===== src/rtl/prefetch_queue.sv =====
// Circular prefetch queue that presents its PEEK oldest entries in parallel.
// Each cycle it can consume up to PEEK entries and accept one new entry.
module prefetch_queue #(
    parameter int DATA_W = 8,
    parameter int DEPTH  = 16,
    parameter int PEEK   = 3
) (
    input  logic                       clk,
    input  logic                       queue_reset,
    input  logic                       queue_flush,
    input  logic                       queue_push,
    input  logic [DATA_W-1:0]          queue_in,
    input  logic [1:0]                 queue_pull,
    output logic [PEEK*DATA_W-1:0]     queue_out,
    output logic [$clog2(DEPTH):0]     queue_count,
    output logic                       queue_full,
    output logic                       queue_empty,
    output logic                       push_ack,
    output logic                       pull_err
);

    localparam int AW = $clog2(DEPTH);
    localparam int CW = AW + 1;

    logic [DATA_W-1:0] mem [DEPTH];
    logic [AW-1:0]     rd_ptr;
    logic [AW-1:0]     wr_ptr;
    logic [CW-1:0]     count;
    logic [CW-1:0]     next_count;
    logic [CW-1:0]     pull_amt;
    logic              active;
    logic              pull_in_range;
    logic              pull_ok;
    logic              pull_bad;

    assign pull_amt      = CW'(queue_pull);
    assign active        = !queue_reset && !queue_flush;
    assign pull_in_range = (queue_pull != 2'd0) && (pull_amt <= CW'(PEEK)) && (pull_amt <= count);
    assign pull_ok       = active && pull_in_range;
    assign pull_bad      = active && (queue_pull != 2'd0) && !pull_in_range;

    // A full queue can still take a push when the same cycle frees space.
    assign push_ack = active && queue_push && ((count != CW'(DEPTH)) || pull_ok);

    always_comb begin
        next_count = count;
        if (pull_ok)
            next_count = next_count - pull_amt;
        if (push_ack)
            next_count = next_count + CW'(1);
    end

    always_ff @(posedge clk) begin
        if (queue_reset || queue_flush) begin
            rd_ptr   <= '0;
            wr_ptr   <= '0;
            count    <= '0;
            pull_err <= 1'b0;
        end else begin
            if (pull_ok)
                rd_ptr <= rd_ptr + AW'(queue_pull);
            if (push_ack)
                wr_ptr <= wr_ptr + AW'(1);
            count    <= next_count;
            pull_err <= pull_bad;
        end
    end

    // Storage is intentionally not reset; only the bookkeeping is.
    always_ff @(posedge clk) begin
        if (push_ack)
            mem[wr_ptr] <= queue_in;
    end

    always_comb begin
        queue_out = '0;
        for (int k = 0; k < PEEK; k++) begin
            if (CW'(k) < count)
                queue_out[k*DATA_W +: DATA_W] = mem[rd_ptr + AW'(k)];
        end
    end

    assign queue_count = count;
    assign queue_full  = (count == CW'(DEPTH));
    assign queue_empty = (count == '0);

endmodule


===== config.mk =====
export PLATFORM = sky130hd
export DESIGN_NAME = prefetch_queue
export DESIGN_NICKNAME = d
export VERILOG_FILES = /design/src/rtl/prefetch_queue.sv
export SDC_FILE = /design/constraint.sdc
export NUM_CORES = 1
export LEC_CHECK = 0
export CORE_MARGIN = 5
export CORE_UTILIZATION = 40
export CTS_CLUSTER_SIZE = 8
export DETAILED_ROUTE_END_ITERATION = 6
export GPL_TIMING_DRIVEN = 0
export PLACE_DENSITY = 0.68
export SLEW_MARGIN = 20
export SYNTH_ARGS = -nofsm -noshare
export SYNTH_HDL_FRONTEND = slang
export SYNTH_SLANG_ARGS = --single-unit

===== constraint.sdc =====
create_clock -name clk -period 3.66 [get_ports clk]
set_input_delay 0.366 -clock clk [delete_from_list [all_inputs] [get_ports clk]]
set_output_delay 0.366 -clock clk [all_outputs]
set_load 0.01 [all_outputs]

==> impl_metrics.yaml, run 1 <==
pwr:
  switching_power_w: 0.0009060
  power.internal_w: 0.003018
  powerDensity_nw_per_um2: 407.8
  max-vdd-ir-drop_v: 0.0003048
  p_seq_share_pct: 46.6
  clockPowerShare_pct: 43.5
  leakage_nw: 2.927
  swShare_pct: 23.09
  combPwrFrac_pct: 9.9
global_route:
  grt_util_met3_pct: 5.567
  antenna_found_initial: 0
  grt_pass1_vias: 5105
  grt-ovfl-total: 0
  grt_pass1_wl_um: 32670
  grt_max_degree: 17
  grt.busiest_layer: "met2"
  gr-usage-met2_pct: 30.72
  track_usage_pct: 19.00
  met1_usage_pct: 24.40
drt:
  drcViolationCount: 0
  num_vias: 5004
  wl_um: 21710
  drt_iter0_markers: 485
  ant_nets: 0
  first_pass_iters: 5
  wl_per_cell_um: 26.90
  vias_per_cell: 6.201
sta:
  final.period_utilization_pct: 97.10
  setup_violations: 0
  hold_viol_final: 0
  relSlewSlack_pct: 37.23
  slew_violations: 0
  setup_tns_ns: 0
  rsz0062_at_grt: "true"
  fmax_mhz: 281.4
  worst_pin_slew_ns: 0.9380
  finClkSkew_ns: 0.005656
  fin_crit_ns: 3.554
synth:
  synth_top_cell_area_share_pct: 47.39
  synth_edf_count: 128
  synthTopCellsByArea: "edfxtp_1, mux4_2, dfxtp_1, mux4_1, a211oi_1"
  ys_ff_latch: 146
  syn_nets: 478
  yosysMostFrequentCell: "edfxtp_1"
  yosys_most_used_dff: "edfxtp_1"
  synthCells: 452
  synthTopCellsByCount: "edfxtp_1, mux4_2, nor2_1, dfxtp_1, nor2b_1"
  ys_types: 50
  synth_top_cell_by_area: "edfxtp_1"
  avgSynthCellArea_sq_um: 17.95
  seq_area_frac_synth_pct: 51.83
  yosys_warnings: 0
  syn_area_sq_um: 8112
  synthArstFlopShare_pct: 0
critical_path:
  reg2reg_depth: 5
  cp.required_ns: 3.29
  crit_type: "flop to primary output"
  worstPathArrival_ns: 3.19
  startpoint_type: "flop"
  reg2reg_setup_slack_ns: 1.16
  cp_max_fo: 10
  end_kind: "primary output"
cells_and_area:
  layout-drive-gt1-share_pct: 35.20
  layout.nets: 550
  utilization_pct: 47.87
  antenna_cells: 0
  num-fill-cells: 1663
  area_growth_syn_to_layout_pct: 18.63
cts:
  cts_buffers: 17
  hold_buffers: 0
  cts_resized: 5
  clkTransAtPathRegs_ns: 0.06
  cts_tree: "built"
  cts.path.max_buffers: 2
  htreeDepth: 4
  cts_setup_buffers: 0
  cts-root-buf: "clkbuf_16"
  cts_num_sinks: 146
  clock_latency_ns: 0.43
hold_path:
  hold_path.class: "flop to flop"
  hold-path-cell-count: 2
floorplanning:
  die_height_um: 152.4
  core_area_sq_um: 20100
  die_w_um: 152.4
  dieArea_sq_um: 23230
  num_rows: 52
  ios: 47
  initial_core_util_pct: 40.35
placed_design:
  gp_congestion: 0.8948
  portBuffers: 46
  dpl.hpwl_um: 15900
flow_run:
  maxCapViolCount: 0
outcome:
  status: "finished clean"
## worst paths after layout
path             startpoint            to
min reg2reg       wr_ptr[0]     wr_ptr[0]
min               wr_ptr[0]     wr_ptr[0]
max                    flop  queue_out[0]
max reg2reg  queue_count[2]     mem[9][1]
## cells in the final DEF (no fill, tap or decap), drive strengths merged, types with 4 or more instances in the layout
cell type and instances:
nand2 11, nand2b 4, mux4 112, nor3 8, clkinvlp 4, mux2i 10, and2b 6, clkbuf 27
clkinv 4, nor2b 18, clkdlybuf4s50 46, inv 13, xor2 6, buf 31, edfxtp 128, ha 10
a211oi 18, nor2 25, dfxtp 18
## metal layers
layer	part of all wire, %	wire [um]
met4	2.5	552
met5	0	0
met1	39	8430
met3	9.2	2000
met2	49	10720
## worst max-delay path, cell delays in order (launching register included)
cell and delay [ns]:
dfxtp_1 0.47, buf_1 0.69, mux4_2 0.44, mux4_2 0.46, nor2b_1 0.16, clkdlybuf4s50_1 0.54
## cell type report
class | count | area (sq um) | area share (%)
Inverter | 8 | 30.03 | 0.3121
Buffer | 34 | 210.2 | 2.184
Clock buffer | 17 | 425.4 | 4.421
Timing Repair Buffer | 53 | 505.5 | 5.253
Sequential cell | 146 | 4204 | 43.69
Tap cell | 270 | 337.8 | 3.511
Clock inverter | 15 | 157.7 | 1.638
Multi-Input combinational cell | 264 | 3752 | 38.99
## cell families after synthesis
kind of cell / after synthesis / synth area share, %
and+or+nand+nor: 85 / 5.522
DFF: 146 / 51.83
AOI/OAI and AO/OA: 34 / 3.656
adders and majority gates: 12 / 2.036
muxes: 124 / 33.04
buffers and inverters: 42 / 2.761
xor gates and xnor gates: 9 / 1.157
## through the flow
| stage | hold WS (ns) | cells | area [sq um] | setup slack (ns) | power (W) |
|---|---|---|---|---|---|
| 4_1_cts | 0.5451 | 807 | 9580 | 0.01550 | 0.003946 |
| 3_3_place_gp | 0.5021 | 768 | 8910 | -0.9107 | 0.002233 |
| 2_1_floorplan | 0.4649 | 452 | 8112 | 1.362 | 0.002096 |
| 6_report | 0.5414 | 807 | 9623 | 0.1062 | 0.003924 |
| 5_1_grt | 0.5676 | 807 | 9623 | -0.04200 | 0.004056 |
| 3_5_place_dp | 0.5362 | 775 | 8987 | 0.3298 | 0.002246 |
## power by group through the flow
stage / Sequential (W) / Combinational, W / Clock [W]
after detailed placement: 0.00186 / 0.000385 / 0
after global routing: 0.00183 / 0.000415 / 0.00181
after floorplan: 0.00186 / 0.000236 / 0
after global placement: 0.00186 / 0.000372 / 0
after CTS: 0.00183 / 0.000388 / 0.00173
final: 0.00183 / 0.000390 / 0.00171
## state kept, by name, indices dropped and copies added, names as in the netlist, named ones only
name and cells:
mem 128, pull_err 1, queue_count 5, rd_ptr 4, wr_ptr 4
Power figures use the tool's default switching activity.
==> run 2: changes to the inputs <==
--- a/config.mk
+++ b/config.mk
@@ -9,8 +9,7 @@
 export CORE_UTILIZATION = 40
 export CTS_CLUSTER_SIZE = 8
 export DETAILED_ROUTE_END_ITERATION = 6
-export GPL_TIMING_DRIVEN = 0
-export PLACE_DENSITY = 0.68
+export SKIP_CTS_REPAIR_TIMING = 1
 export SLEW_MARGIN = 20
 export SYNTH_ARGS = -nofsm -noshare
 export SYNTH_HDL_FRONTEND = slang
==> impl_metrics.yaml, run 2 (same netlist as run 1, synthesis figures left out) <==
cells_and_area:
  layout-drive-gt1-share_pct: 35.03
  layout.nets: 544
  antenna_cells: 0
  area_growth_syn_to_layout_pct: 18.60
  postLayoutCellArea_sq_um: 9620
  top_register: "mem"
  final_common_cell: "edfxtp_1"
  num-fill-cells: 1660
  layout_common_cells: "edfxtp_1, mux4_2, clkdlybuf4s50_1"
  largest_reg_flops: 128
floorplanning:
  die_height_um: 152.4
  ios: 47
  core_area_sq_um: 20100
  initial_core_util_pct: 40.35
  dieArea_sq_um: 23230
  die_w_um: 152.4
  num_rows: 52
sta:
  finClkSkew_ns: 0.009565
  fmax_mhz: 297.0
  rsz0062_at_grt: "false"
  hold_viol_final: 0
  setup_violations: 0
  worst_pin_slew_ns: 0.8280
  setup_tns_ns: 0
  final.period_utilization_pct: 92.00
  slew_violations: 0
  fin_crit_ns: 3.367
  relSlewSlack_pct: 43.38
hold_path:
  min_to: "wr_ptr[0]"
  hold-path-cell-count: 2
  hold_path_startpoint: "wr_ptr[0]"
  hold_path.class: "flop to flop"
cts:
  clock_latency_ns: 0.43
  cts-root-buf: "clkbuf_16"
  cts.path.max_buffers: 2
  cts_buffers: 17
  htreeDepth: 4
  cts_num_sinks: 146
  clkTransAtPathRegs_ns: 0.06
  cts_tree: "built"
critical_path:
  crit_type: "flop to primary output"
  worstPathArrival_ns: 3.00
  cp_max_fo: 24
  crit-reg2reg-launch: "queue_count[1]"
  r2r_end: "queue_count[4]"
  reg2reg_setup_slack_ns: 1.31
  end_kind: "primary output"
  cp.required_ns: 3.29
  startpoint_type: "flop"
  reg2reg_depth: 6
placed_design:
  dpl.hpwl_um: 14430
  placed_area_sq_um: 9032
  portBuffers: 46
  gp_congestion: 0.8113
pwr:
  leakage_nw: 2.951
  clockPowerShare_pct: 43.7
  max-vdd-ir-drop_v: 0.0002943
  powerDensity_nw_per_um2: 403.2
  combPwrFrac_pct: 9.2
  p_seq_share_pct: 47.1
  total_power_w: 0.003879
  power.internal_w: 0.003051
  switching_power_w: 0.0008281
  swShare_pct: 21.35
flow_run:
  maxCapViolCount: 0
drt:
  m1WireLength_um: 8767
  drcViolationCount: 0
  wl_per_cell_um: 27.06
  drt_iter0_markers: 548
  vias_per_cell: 6.177
  ant_nets: 0
  met2_length_um: 10670
  num_vias: 4948
  highest_layer: "met4"
  wl_um: 21680
  first_pass_iters: 4
  wl_met3_um: 1816
global_route:
  grt_pass1_vias: 4952
  grt_max_degree: 68
  track_usage_pct: 18.98
  grt-ovfl-total: 0
  antenna_found_initial: 0
  grt_pass1_wl_um: 32220
outcome:
  status: "finished clean"
==> run 2: changes by cell type in the layout (fill, tap and decap cells not counted), moves of 3 or more <==
cell,change
buf_4,+22
buf_2,-10
a211oi_1,+5
a211oi_2,-5
buf_1,-5
clkbuf_2,-5
buf_6,-4
clkinvlp_4,-4
inv_6,-4
nor3_1,+4
nor3_2,-4
clkinv_2,+3
==> run 2: how the worst max path moves through the flow <==
stage	slack, ns	to	startpoint	cells past startpoint
after floorplan	1.36	queue_out[10]	rd_ptr[0]	7
after global routing	0.13	queue_out[15]	rd_ptr[0]	7
final	0.29	queue_out[15]	rd_ptr[1]	8
after global placement	0.76	queue_out[14]	rd_ptr[1]	8
after detailed placement	0.69	queue_out[15]	rd_ptr[1]	8
after CTS	0.23	queue_out[15]	rd_ptr[1]	8
==> run 2: worst max-delay path, cell delays in order, from the launching register on <==
cell	delay, ns
dfxtp_1	0.33
buf_4	0.24
ha_1	0.25
nand2_1	0.10
xnor2_2	0.15
buf_4	0.36
mux2i_1	0.13
a211oi_1	0.39
clkdlybuf4s50_1	0.61
==> run 2: layer usage <==
| layer | GRT usage [%] | up-vias |
|---|---|---|
| met1 | 25.36 | 2642 |
| met4 | 6.079 | 0 |
| met2 | 30.59 | 224 |
| met5 | 0 | - |
| met3 | 4.999 | 31 |
| li1 | - | 2051 |
==> run 2: metrics by stage <==
stage | std cells | hold slack, ns | util, % | worst slack [ns]
after floorplan | 452 | 0.4649 | - | 1.362
after global placement | 769 | 0.5119 | 44.93 | 0.7558
after detailed placement | 769 | 0.5251 | 44.93 | 0.6921
after CTS | 801 | 0.5341 | 47.85 | 0.2338
after global routing | 801 | 0.5700 | 47.85 | 0.1288
final | 801 | 0.5288 | 47.85 | 0.2928
==> run 2: layout make-up <==
type	instances	area (sq um)	area share (%)
Sequential cell	146	4209	43.75
Timing Repair Buffer	81	748.2	7.777
Clock inverter	8	73.82	0.7673
Multi-Input combinational cell	264	3707	38.54
Tap cell	270	337.8	3.512
Clock buffer	24	514.2	5.345
Inverter	8	30.03	0.3121
==> run 2: power groups by stage <==
| stage | Sequential (W) | Clock, W | Combinational, W |
|---|---|---|---|
| 2_1_floorplan | 0.00186 | 0 | 0.000236 |
| 3_3_place_gp | 0.00186 | 0 | 0.000360 |
| 3_5_place_dp | 0.00186 | 0 | 0.000362 |
| 4_1_cts | 0.00183 | 0.00172 | 0.000364 |
| 5_1_grt | 0.00183 | 0.00180 | 0.000386 |
| 6_report | 0.00183 | 0.00169 | 0.000359 |
